### src/rtl/if_stage_if.sv
// if_stage_if: pre-IF, ICache-response and ID-side signals of the fetch stage.
// master = environment driving the stage, slave = the fetch stage itself.
interface if_stage_if;
   localparam int unsigned PS_TO_FS_BUS_WD = 39;
   localparam int unsigned FS_TO_DS_BUS_WD = 70;

   logic                       ps_to_fs_valid;
   logic [PS_TO_FS_BUS_WD-1:0] ps_to_fs_bus;
   logic                       fs_allowin;
   logic                       inst_rdata_valid;
   logic [31:0]                inst_rdata;
   logic                       flush;
   logic                       ds_allowin;
   logic                       fs_to_ds_valid;
   logic [FS_TO_DS_BUS_WD-1:0] fs_to_ds_bus;

   modport master (
      output ps_to_fs_valid, ps_to_fs_bus, inst_rdata_valid, inst_rdata, flush, ds_allowin,
      input  fs_allowin, fs_to_ds_valid, fs_to_ds_bus
   );

   modport slave (
      input  ps_to_fs_valid, ps_to_fs_bus, inst_rdata_valid, inst_rdata, flush, ds_allowin,
      output fs_allowin, fs_to_ds_valid, fs_to_ds_bus
   );
endinterface

### src/rtl/if_stage.sv
// if_stage: fetch stage. Takes one pre-IF entry, waits for its ICache word (bypassed to ID
// in the arrival cycle, or held in a one-entry buffer while ID stalls), and drops responses
// that belong to fetches squashed by flush.
// Optional macro FS_STALL_CNT_EN: enables the fs_stall_cnt cycle counter (tied to 0 otherwise).
module if_stage (
   input  logic        clk,
   input  logic        reset,
   if_stage_if.slave   fs_if,
   output logic [31:0] fs_stall_cnt
);

   // Pre-IF bus fields: {req, pc, ex, exctype}
   logic        w_ps_req;
   logic [31:0] w_ps_pc;
   logic        w_ps_ex;
   logic [4:0]  w_ps_exctype;
   assign {w_ps_req, w_ps_pc, w_ps_ex, w_ps_exctype} = fs_if.ps_to_fs_bus;

   // Current entry
   logic        r_fs_valid;
   logic [31:0] r_fs_pc;
   logic        r_fs_req;
   logic        r_fs_ex;
   logic [4:0]  r_fs_exctype;

   // One-entry instruction buffer and count of responses owed to squashed fetches
   logic        r_buf_valid;
   logic [31:0] r_buf_inst;
   logic [1:0]  r_drop_cnt;
   logic [1:0]  w_drop_cnt_nxt;

   logic        w_drop_pending;
   logic        w_word_drop;
   logic        w_waiting;
   logic        w_word_mine;
   logic        w_data_ok;
   logic        w_ready_go;
   logic [31:0] w_inst;
   logic        w_to_ds_valid;
   logic        w_allowin;
   logic        w_accept;
   logic        w_handoff;
   logic        w_drop_inc;

   assign w_drop_pending = (r_drop_cnt != 2'd0);
   assign w_word_drop    = fs_if.inst_rdata_valid & w_drop_pending;
   assign w_waiting      = r_fs_valid & r_fs_req & ~r_buf_valid;
   assign w_word_mine    = fs_if.inst_rdata_valid & ~w_drop_pending & w_waiting;
   assign w_data_ok      = r_buf_valid | (fs_if.inst_rdata_valid & ~w_drop_pending);
   assign w_ready_go     = ~r_fs_valid | r_fs_ex | ~r_fs_req | w_data_ok;
   assign w_inst         = r_fs_ex     ? 32'h0      :
                           r_buf_valid ? r_buf_inst : fs_if.inst_rdata;
   assign w_to_ds_valid  = r_fs_valid & w_ready_go & ~fs_if.flush;
   assign w_allowin      = ~r_fs_valid | (w_ready_go & fs_if.ds_allowin);
   assign w_accept       = fs_if.ps_to_fs_valid & w_allowin & ~fs_if.flush;
   assign w_handoff      = w_to_ds_valid & fs_if.ds_allowin;
   // A squashed entry whose word has not arrived leaves one response to discard later
   assign w_drop_inc     = fs_if.flush & w_waiting & ~w_word_mine;

   assign fs_if.fs_allowin     = w_allowin;
   assign fs_if.fs_to_ds_valid = w_to_ds_valid;
   // Bus reads as zero when no entry is held, so idle ICache noise never leaks out
   assign fs_if.fs_to_ds_bus   = r_fs_valid ? {r_fs_pc, w_inst, r_fs_ex, r_fs_exctype} : 70'd0;

   // Next drop count: +1 per squashed waiting fetch (saturating), -1 per discarded word
   always_comb begin
      w_drop_cnt_nxt = r_drop_cnt;
      if (w_drop_inc && !w_word_drop) begin
         if (r_drop_cnt != 2'd3) begin
            w_drop_cnt_nxt = r_drop_cnt + 2'd1;
         end
      end else if (w_word_drop && !w_drop_inc) begin
         w_drop_cnt_nxt = r_drop_cnt - 2'd1;
      end
   end

   // Drop counter register
   always_ff @(posedge clk) begin
      if (reset) begin
         r_drop_cnt <= 2'd0;
      end else begin
         r_drop_cnt <= w_drop_cnt_nxt;
      end
   end

   // Entry register: load on accept, clear on handoff or flush
   always_ff @(posedge clk) begin
      if (reset) begin
         r_fs_valid   <= 1'b0;
         r_fs_pc      <= 32'd0;
         r_fs_req     <= 1'b0;
         r_fs_ex      <= 1'b0;
         r_fs_exctype <= 5'd0;
      end else if (fs_if.flush) begin
         r_fs_valid <= 1'b0;
      end else if (w_accept) begin
         // req=0/ex=0 is a cancelled slot and leaves the stage empty
         r_fs_valid   <= w_ps_req | w_ps_ex;
         r_fs_pc      <= w_ps_pc;
         r_fs_req     <= w_ps_req;
         r_fs_ex      <= w_ps_ex;
         r_fs_exctype <= w_ps_exctype;
      end else if (w_handoff) begin
         r_fs_valid <= 1'b0;
      end
   end

   // Instruction buffer: capture the entry's word when ID cannot take it this cycle
   always_ff @(posedge clk) begin
      if (reset) begin
         r_buf_valid <= 1'b0;
         r_buf_inst  <= 32'd0;
      end else if (fs_if.flush || w_handoff) begin
         r_buf_valid <= 1'b0;
      end else if (w_word_mine) begin
         r_buf_valid <= 1'b1;
         r_buf_inst  <= fs_if.inst_rdata;
      end
   end

`ifdef FS_STALL_CNT_EN
   logic [31:0] r_stall_cnt;

   // Count cycles an entry sits waiting on ICache data (not on ID, not while flushing)
   always_ff @(posedge clk) begin
      if (reset) begin
         r_stall_cnt <= 32'd0;
      end else if (r_fs_valid && !w_ready_go && !fs_if.flush) begin
         r_stall_cnt <= r_stall_cnt + 32'd1;
      end
   end

   assign fs_stall_cnt = r_stall_cnt;
`else
   assign fs_stall_cnt = 32'd0;
`endif

endmodule

### src/flat_wrapper.sv
// flat-port wrapper written by rule: the top's interface ports become plain ports
module if_stage_flat 
  (clk, reset, fs_stall_cnt, fs_if_ps_to_fs_valid, fs_if_ps_to_fs_bus, fs_if_inst_rdata_valid, fs_if_inst_rdata, fs_if_flush, fs_if_ds_allowin, fs_if_fs_allowin, fs_if_fs_to_ds_valid, fs_if_fs_to_ds_bus);
  if_stage_if fs_if_i ();
  input  logic clk;
  input  logic reset;
  output logic [31:0] fs_stall_cnt;
  input wire logic [$bits(fs_if_i.ps_to_fs_valid)-1:0] fs_if_ps_to_fs_valid;
  input wire logic [$bits(fs_if_i.ps_to_fs_bus)-1:0] fs_if_ps_to_fs_bus;
  input wire logic [$bits(fs_if_i.inst_rdata_valid)-1:0] fs_if_inst_rdata_valid;
  input wire logic [$bits(fs_if_i.inst_rdata)-1:0] fs_if_inst_rdata;
  input wire logic [$bits(fs_if_i.flush)-1:0] fs_if_flush;
  input wire logic [$bits(fs_if_i.ds_allowin)-1:0] fs_if_ds_allowin;
  output wire logic [$bits(fs_if_i.fs_allowin)-1:0] fs_if_fs_allowin;
  output wire logic [$bits(fs_if_i.fs_to_ds_valid)-1:0] fs_if_fs_to_ds_valid;
  output wire logic [$bits(fs_if_i.fs_to_ds_bus)-1:0] fs_if_fs_to_ds_bus;
  assign fs_if_i.ps_to_fs_valid = fs_if_ps_to_fs_valid;
  assign fs_if_i.ps_to_fs_bus = fs_if_ps_to_fs_bus;
  assign fs_if_i.inst_rdata_valid = fs_if_inst_rdata_valid;
  assign fs_if_i.inst_rdata = fs_if_inst_rdata;
  assign fs_if_i.flush = fs_if_flush;
  assign fs_if_i.ds_allowin = fs_if_ds_allowin;
  assign fs_if_fs_allowin = fs_if_i.fs_allowin;
  assign fs_if_fs_to_ds_valid = fs_if_i.fs_to_ds_valid;
  assign fs_if_fs_to_ds_bus = fs_if_i.fs_to_ds_bus;
  if_stage u_core (.clk(clk), .reset(reset), .fs_if(fs_if_i), .fs_stall_cnt(fs_stall_cnt));
endmodule
### config.mk
export PLATFORM = sky130hd
export DESIGN_NAME = if_stage_flat
export DESIGN_NICKNAME = d
export VERILOG_FILES = /design/src/rtl/if_stage_if.sv /design/src/rtl/if_stage.sv /design/src/flat_wrapper.sv
export SDC_FILE = /design/constraint.sdc
export NUM_CORES = 1
export LEC_CHECK = 0
export BUFFER_PORTS_ARGS = -buffer_cell sky130_fd_sc_hd__clkbuf_2
export CAP_MARGIN = 20
export CORE_MARGIN = 3
export CORE_UTILIZATION = 45
export DETAILED_ROUTE_END_ITERATION = 16
export PLACE_DENSITY = 0.83
export SYNTH_ARGS = -nofsm -noshare
export SYNTH_HDL_FRONTEND = slang
export SYNTH_SLANG_ARGS = --single-unit
export TNS_END_PERCENT = 5
### constraint.sdc
create_clock -name clk -period 4.08 [get_ports clk]
set_clock_uncertainty 0.15 [all_clocks]
set_input_delay 0.816 -clock clk [delete_from_list [all_inputs] [get_ports clk]]
set_output_delay 0.816 -clock clk [all_outputs]
set_load 0.01 [all_outputs]
==> metrics.txt, run 1 <==
post-route non-filler standard cell count 735; average footprint of a synthesized cell 8.281 um^2; clock insertion delay at the later pin of the skew report 330 ps; number of buffers created by CTS 9; actual slew at the worst max-slew pin 847.7 ps; x dimension of the die 101.3 um; Int Pwr 1.244 mW; fill count 790; power density cells 327.8 nW/um^2; combinational family with the most area after synthesis simple AND/OR/NAND/NOR gates; routed vias 3572; leakage component of the power 2.227 nW; DRT Pass-1 Iters 4; depth of the CTS H-tree 3; number of failing setup endpoints in the final timing report 0; fraction of the mapped netlist area in compound gates 2.298%; vias in the first global route 3464; required time worst endpoint 3110 ps; final worst slack 1195 ps; xor and xnor area share after synthesis 0%; Top Ports 181; clock tree from TritonCTS built; average via count per standard cell 4.860; number of placed cells counting well taps 719; count of clock tree sinks 75; area of the core 8763 um^2; outcome finished clean; number of hold buffers added after CTS 0; total number of yosys warnings 0; fmax 346.7 MHz; post-CTS setup buffer count 0; worst ir drop on vdd 0.1875 mV; crit share post-route 70.70%; basic-gate share of the synthesized area counting and, or, nand and nor cells 25.31%; CTS root buf clkbuf_8; violation count after the first detailed-routing iteration 63; worst hold slack 304.8 ps; grt total ovfl 0; part of the power in registers 46.8%; count of distinct cell types in the synthesized netlist 35; Yosys reg bits 75; gr usage total 18.77%; post-layout net count 699; buffer levels on the longest clock path 2; effective utilization at floorplan 46.59%; number of hold violations in the final report 0; CP Max Fanout 19; time the final worst path needs with I/O delays and setup 2885 ps; summed area of non-filler cells in the final layout 4970 um^2; PortBufs 148; Routed WL 9.588 mm; Arr. time, crit path 1920 ps; Setup crit start kind flop; clock slew at the register clock pins of the worst setup and hold paths 70 ps; post-synthesis cell count 493; arithmetic-cell share of the synthesized area counting full adders, half adders and majority gates 0%; crit end category primary output; final count of pins violating max slew 0; combinational cell fraction of total power 10.4%; cell types with the largest area share after synthesis dfxtp_1, mux2i_1, nand2_1, buf_4, and2_1; Setup TNS 0 ps; WS Path Type flop to primary output; DP Area 4728 um^2; dominant cell type by area after synthesis dfxtp_1; worst slew margin relative to its limit 43.49%; unrepaired setup endpoints after global routing no; Detailed Place HPWL 7.022 mm; worst hold-check path type flop to flop; die outline area 10250 um^2; DR WL/cell 13.04 um; post-cts gate resize count 0; count of standard-cell rows 34; share of Yosys cell area claimed by the top area cell type 36.78%; sw frac 23.62%; net switching power figure 0.3847 mW; Setup Slack @ Placement 1309 ps; synth-to-layout area growth 21.73%; fraction of power consumed by the clock network 42.8%; Ant. Diodes 0; post-detailed-route count of antenna-violating nets 0; routability congestion estimate 0.7708; DRC 0; max-capacitance violation count 0; largest net degree at the start of global routing 97; mux contribution to synthesized area 25.25%; share of the yosys chip area belonging to registers 36.78%; fraction of final layout cells with drive strength greater than 1 28.71%; wire length of the first global-routing pass 15.55 mm; mapped cell area 4083 um^2; floorplan die height 101.3 um; number of antenna violations at the first check in global routing 0
[layout make-up]
| type | count | area (um^2) | area share, % |
|---|---|---|---|
| clock buffer | 11 | 141.4 | 2.845 |
| clock inverter | 5 | 100.1 | 2.014 |
| inverter | 2 | 10.01 | 0.2014 |
| multi-input combinational | 378 | 2280 | 45.87 |
| sequential | 75 | 1503 | 30.24 |
| tap | 108 | 135.1 | 2.719 |
| timing repair buffer | 156 | 800.8 | 16.11 |
[through the flow]
step / total power [mW] / utilization [%]
after global placement: 0.9423 / 53.95
after CTS: 1.650 / 56.71
after detailed placement: 0.9493 / 53.95
final: 1.629 / 56.71
after global routing: 1.705 / 56.71
after floorplan: 0.9053 / -
[power groups by stage]
stage | combinational [mW] | sequential (mW) | clock [mW]
3_3_place_gp | 0.165 | 0.778 | 0
3_5_place_dp | 0.171 | 0.779 | 0
5_1_grt | 0.193 | 0.764 | 0.748
4_1_cts | 0.171 | 0.762 | 0.717
2_1_floorplan | 0.130 | 0.775 | 0
6_report | 0.170 | 0.762 | 0.697
[placed cells by master, fill, tap and decap left out]
| master | Yosys | routed |
|---|---|---|
| or2_2 | 1 | 1 |
| o311ai_0 | 1 | 1 |
| nor2b_1 | 1 | 1 |
| a31oi_1 | 1 | 1 |
| clkbuf_1 | 25 | 1 |
| dfxtp_2 | 0 | 1 |
| o21ai_0 | 2 | 2 |
| inv_1 | 1 | 1 |
| o2bb2ai_1 | 1 | 1 |
| nor4_4 | 1 | 1 |
| or3b_4 | 1 | 1 |
| and2_1 | 38 | 38 |
| nor2_1 | 34 | 34 |
| and4bb_2 | 1 | 1 |
| mux2i_1 | 103 | 103 |
| nor3_1 | 1 | 1 |
| conb_1 | 1 | 32 |
| a211o_1 | 1 | 1 |
| clkbuf_2 | 0 | 148 |
| inv_4 | 0 | 1 |
| nand2_1 | 145 | 145 |
| nand2b_1 | 4 | 4 |
| a211oi_1 | 1 | 1 |
| clkinv_2 | 0 | 2 |
| bufinv_16 | 0 | 3 |
| nor3b_2 | 1 | 1 |
| o31a_1 | 1 | 1 |
| a31o_2 | 1 | 1 |
| or2b_1 | 1 | 1 |
| nor3b_1 | 1 | 1 |
| clkbuf_8 | 0 | 10 |
| a2111oi_0 | 1 | 1 |
| o21a_1 | 1 | 1 |
| dfxtp_1 | 75 | 74 |
| nand4b_1 | 1 | 1 |
| o311a_2 | 0 | 1 |
| buf_4 | 32 | 8 |
[flip-flops by register name, indices dropped and copies added, names as in the netlist]
| register | count |
|---|---|
| u_core.r_buf_inst | 32 |
| u_core.r_fs_pc | 32 |
| u_core.r_fs_exctype | 5 |
| u_core.r_drop_cnt | 2 |
| u_core.r_buf_valid | 1 |
| u_core.r_fs_ex | 1 |
| u_core.r_fs_req | 1 |
| u_core.r_fs_valid | 1 |
[critical path: stages, from the launching register on]
cell and delay (ps):
dfxtp_1 330, nand2b_1 480, o31a_1 480, nand2b_1 150, clkbuf_2 150
[cell usage after synthesis]
master     count
and4bb_2       1
o21ai_0        2
buf_6          3
or2_2          1
buf_4         32
a31oi_1        1
nor2b_1        1
a211oi_1       1
buf_2          8
inv_1          1
nor2_1        34
o21a_1         1
mux2i_1      103
conb_1         1
o311a_1        1
a211o_1        1
o311ai_0       1
or3b_4         1
nand2b_1       4
nand4b_1       1
nor3b_1        1
nor4_4         1
dfxtp_1       75
clkbuf_1      25
and2_1        38
o31a_1         1
or2b_1         1
inv_2          1
buf_1          1
nand2_1      145
a31o_2         1
nor3_1         1
o2bb2ai_1      1
nor3b_2        1
a2111oi_0      1
[layer usage]
metal  vias to the layer above  share of wire, %  routed length [um]  GRT usage [%]
met4                         0               1.6                 153          7.464
met2                       125                50                4813          33.35
met5                         -                 0                   0              0
met3                        13               7.8                 750          5.303
met1                      1653                40                3869          21.11
li1                       1781                 -                   -              -
[path summary, 6_finish.rpt]
kind	start	endpoint	slack, ps	cells after the start
worst min register to register	u_core.r_fs_pc[16]	u_core.r_fs_pc[16]	300	2
worst max-delay path	u_core.r_fs_ex	fs_if_fs_allowin	1200	4
worst max register to register	u_core.r_fs_ex	u_core.r_fs_exctype[2]	1590	4
worst min-delay path	u_core.r_fs_pc[16]	u_core.r_fs_pc[16]	300	2
[kinds of logic (layout without fill, tap and decap cells)]
| group | count (synthesis) | count (layout) |
|---|---|---|
| DFF | 75 | 75 |
| AOI/OAI and AO/OA | 12 | 12 |
| buffers and inverters | 71 | 174 |
| other | 1 | 32 |
| and+or+nand+nor | 231 | 231 |
| muxes | 103 | 103 |
Note: power is estimated with default switching activity, not from simulation.
==> run 2, diff against run 1 <==
Settings changed: CORE_UTILIZATION 45 to 43.
Clock period 4.08 ns to 2.5 ns, I/O delays scaled along.
==> run 2 against run 1 <==
Compared with the run above:
- global-route usage decreased by 0.36 points
- sequential cell count is the same
- critical path depth did not move
- via count decreased by 1.0%
- clock-buffer cell count is the same
- sequential share of layout area fell by 0.54 points
- die area rose by 4.4%
- clock power up 71%
- first-iteration DRC count up 59%
- hold slack got worse by 73 ps
==> metrics.txt, run 2 (same netlist as run 1, synthesis figures left out) <==
number of buffers created by CTS 9; clock tree from TritonCTS built; area of the core 8976 um^2; count of standard-cell rows 34; number of hold violations in the final report 0; time the final worst path needs with I/O delays and setup 2264 ps; post-CTS setup buffer count 0; CP Max Fanout 4; die outline area 10700 um^2; sw frac 22.40%; post-cts gate resize count 0; Arr. time, crit path 1610 ps; setup slack of the most critical reg-to-reg path 560 ps; required time worst endpoint 1850 ps; wire length of the first global-routing pass 15.61 mm; power density cells 538.2 nW/um^2; buffer levels on the longest clock path 2; Setup crit start kind flop; fmax 441.7 MHz; routed vias 3536; number of failing setup endpoints in the final timing report 0; actual slew at the worst max-slew pin 565.0 ps; Detailed Place HPWL 7.101 mm; post-layout net count 701; combinational cell fraction of total power 10.5%; routability congestion estimate 0.7242; final count of pins violating max slew 0; CTS root buf clkbuf_8; clock slew at the register clock pins of the worst setup and hold paths 80 ps; number of hold buffers added after CTS 0; DRT Pass-1 Iters 5; cell chain of the critical path or2b_1 > o31a_1 > nand2b_1 > clkbuf_2; Setup TNS 0 ps; top library cells by usage in the layout, fill and taps aside clkbuf_2, nand2_1, mux2i_1, dfxtp_1, and2_1; outcome finished clean; crit share post-route 90.56%; floorplan die height 103.4 um; fraction of final layout cells with drive strength greater than 1 28.78%; count of clock tree sinks 75; summed area of non-filler cells in the final layout 5060 um^2; worst ir drop on vdd 0.3680 mV; DR WL/cell 12.53 um; worst hold-check path type input pin to flop; crit-path max cell delay 380 ps; synth-to-layout area growth 23.93%; violation count after the first detailed-routing iteration 100; max-capacitance violation count 0; critical path's slowest cell dfxtp_1; average via count per standard cell 4.683; grt total ovfl 0; unrepaired setup endpoints after global routing no; DRC 0; vias in the first global route 3439; effective utilization at floorplan 45.48%; WS Path Type flop to primary output; part of the power in registers 45.6%; post-detailed-route count of antenna-violating nets 0; most common cell after layout, fill and taps aside clkbuf_2; fraction of power consumed by the clock network 43.8%; clock insertion delay at the later pin of the skew report 330 ps; Ant. Diodes 0; Top Ports 181; x dimension of the die 103.4 um; leakage component of the power 2.254 nW; number of antenna violations at the first check in global routing 0; gr usage total 18.41%; crit end category primary output; net switching power figure 0.6100 mW; Routed WL 9.459 mm; DP Area 4803 um^2; largest net degree at the start of global routing 63; Int Pwr 2.113 mW; worst slew margin relative to its limit 62.33%; Regs by FF count u_core.r_buf_inst x32, u_core.r_fs_pc x32, u_core.r_fs_exctype x5; PortBufs 148; depth of the CTS H-tree 3
## run 2: changes by cell type in the layout (fill, tap and decap cells not counted)
cell | previous run | this run
buf_12 | 0 | 3
buf_4 | 8 | 7
bufinv_16 | 3 | 4
clkbuf_1 | 1 | 2
clkbuf_8 | 10 | 9
clkinv_2 | 2 | 1
## run 2: power groups by stage
stage | clock, mW | sequential (mW) | combinational [mW]
floorplan | 0 | 1.27 | 0.212
global placement | 0 | 1.27 | 0.278
detailed placement | 0 | 1.27 | 0.288
CTS | 1.23 | 1.24 | 0.288
global route | 1.29 | 1.25 | 0.327
finish | 1.19 | 1.24 | 0.287
## run 2: worst paths after layout
path,start,end,cells after the start
worst min register to register,u_core.r_fs_exctype[2],u_core.r_fs_exctype[2],2
worst max-delay path,u_core.r_fs_req,fs_if_fs_allowin,4
worst min-delay path,fs_if_ps_to_fs_bus[36],u_core.r_fs_pc[30],3
worst max register to register,u_core.r_drop_cnt[0],u_core.r_buf_inst[16],4
## run 2: worst max-delay path, delay by kind of cell, from the launching register on
kind            cells  cell delay [ps]
flops               1              380
simple gates        2              470
compound gates      1              290
buf+inv             1              140
## run 2: metrics by stage
| stage | utilization [%] | power [mW] | hold WS (ps) | std cells | setup WS [ps] |
|---|---|---|---|---|---|
| floorplan | - | 1.478 | 280.1 | 524 | 595.1 |
| global placement | 53.51 | 1.546 | 287.6 | 739 | 381.6 |
| detailed placement | 53.51 | 1.558 | 291.9 | 739 | 252.2 |
| CTS | 56.37 | 2.758 | 218.5 | 755 | 194.8 |
| global route | 56.37 | 2.860 | 222.0 | 755 | 118.0 |
| finish | 56.37 | 2.723 | 231.6 | 755 | 236.1 |
## run 2: metal layers
metal,share of wire (%),GRT usage (%),vias to the layer above
li1,-,-,1784
met1,42,21.27,1611
met2,48,32.01,129
met3,7.7,5.366,12
met4,1.9,7.072,0
met5,0,0,-
## run 2: cell type report
| cell class | count | area, um^2 |
|---|---|---|
| fill | 816 | 3916 |
| multi-input combinational | 378 | 2280 |
| sequential | 75 | 1503 |
| timing repair buffer | 158 | 853.3 |
| tap | 126 | 157.7 |
| clock buffer | 11 | 131.4 |
| clock inverter | 5 | 125.1 |
| inverter | 2 | 10.01 |
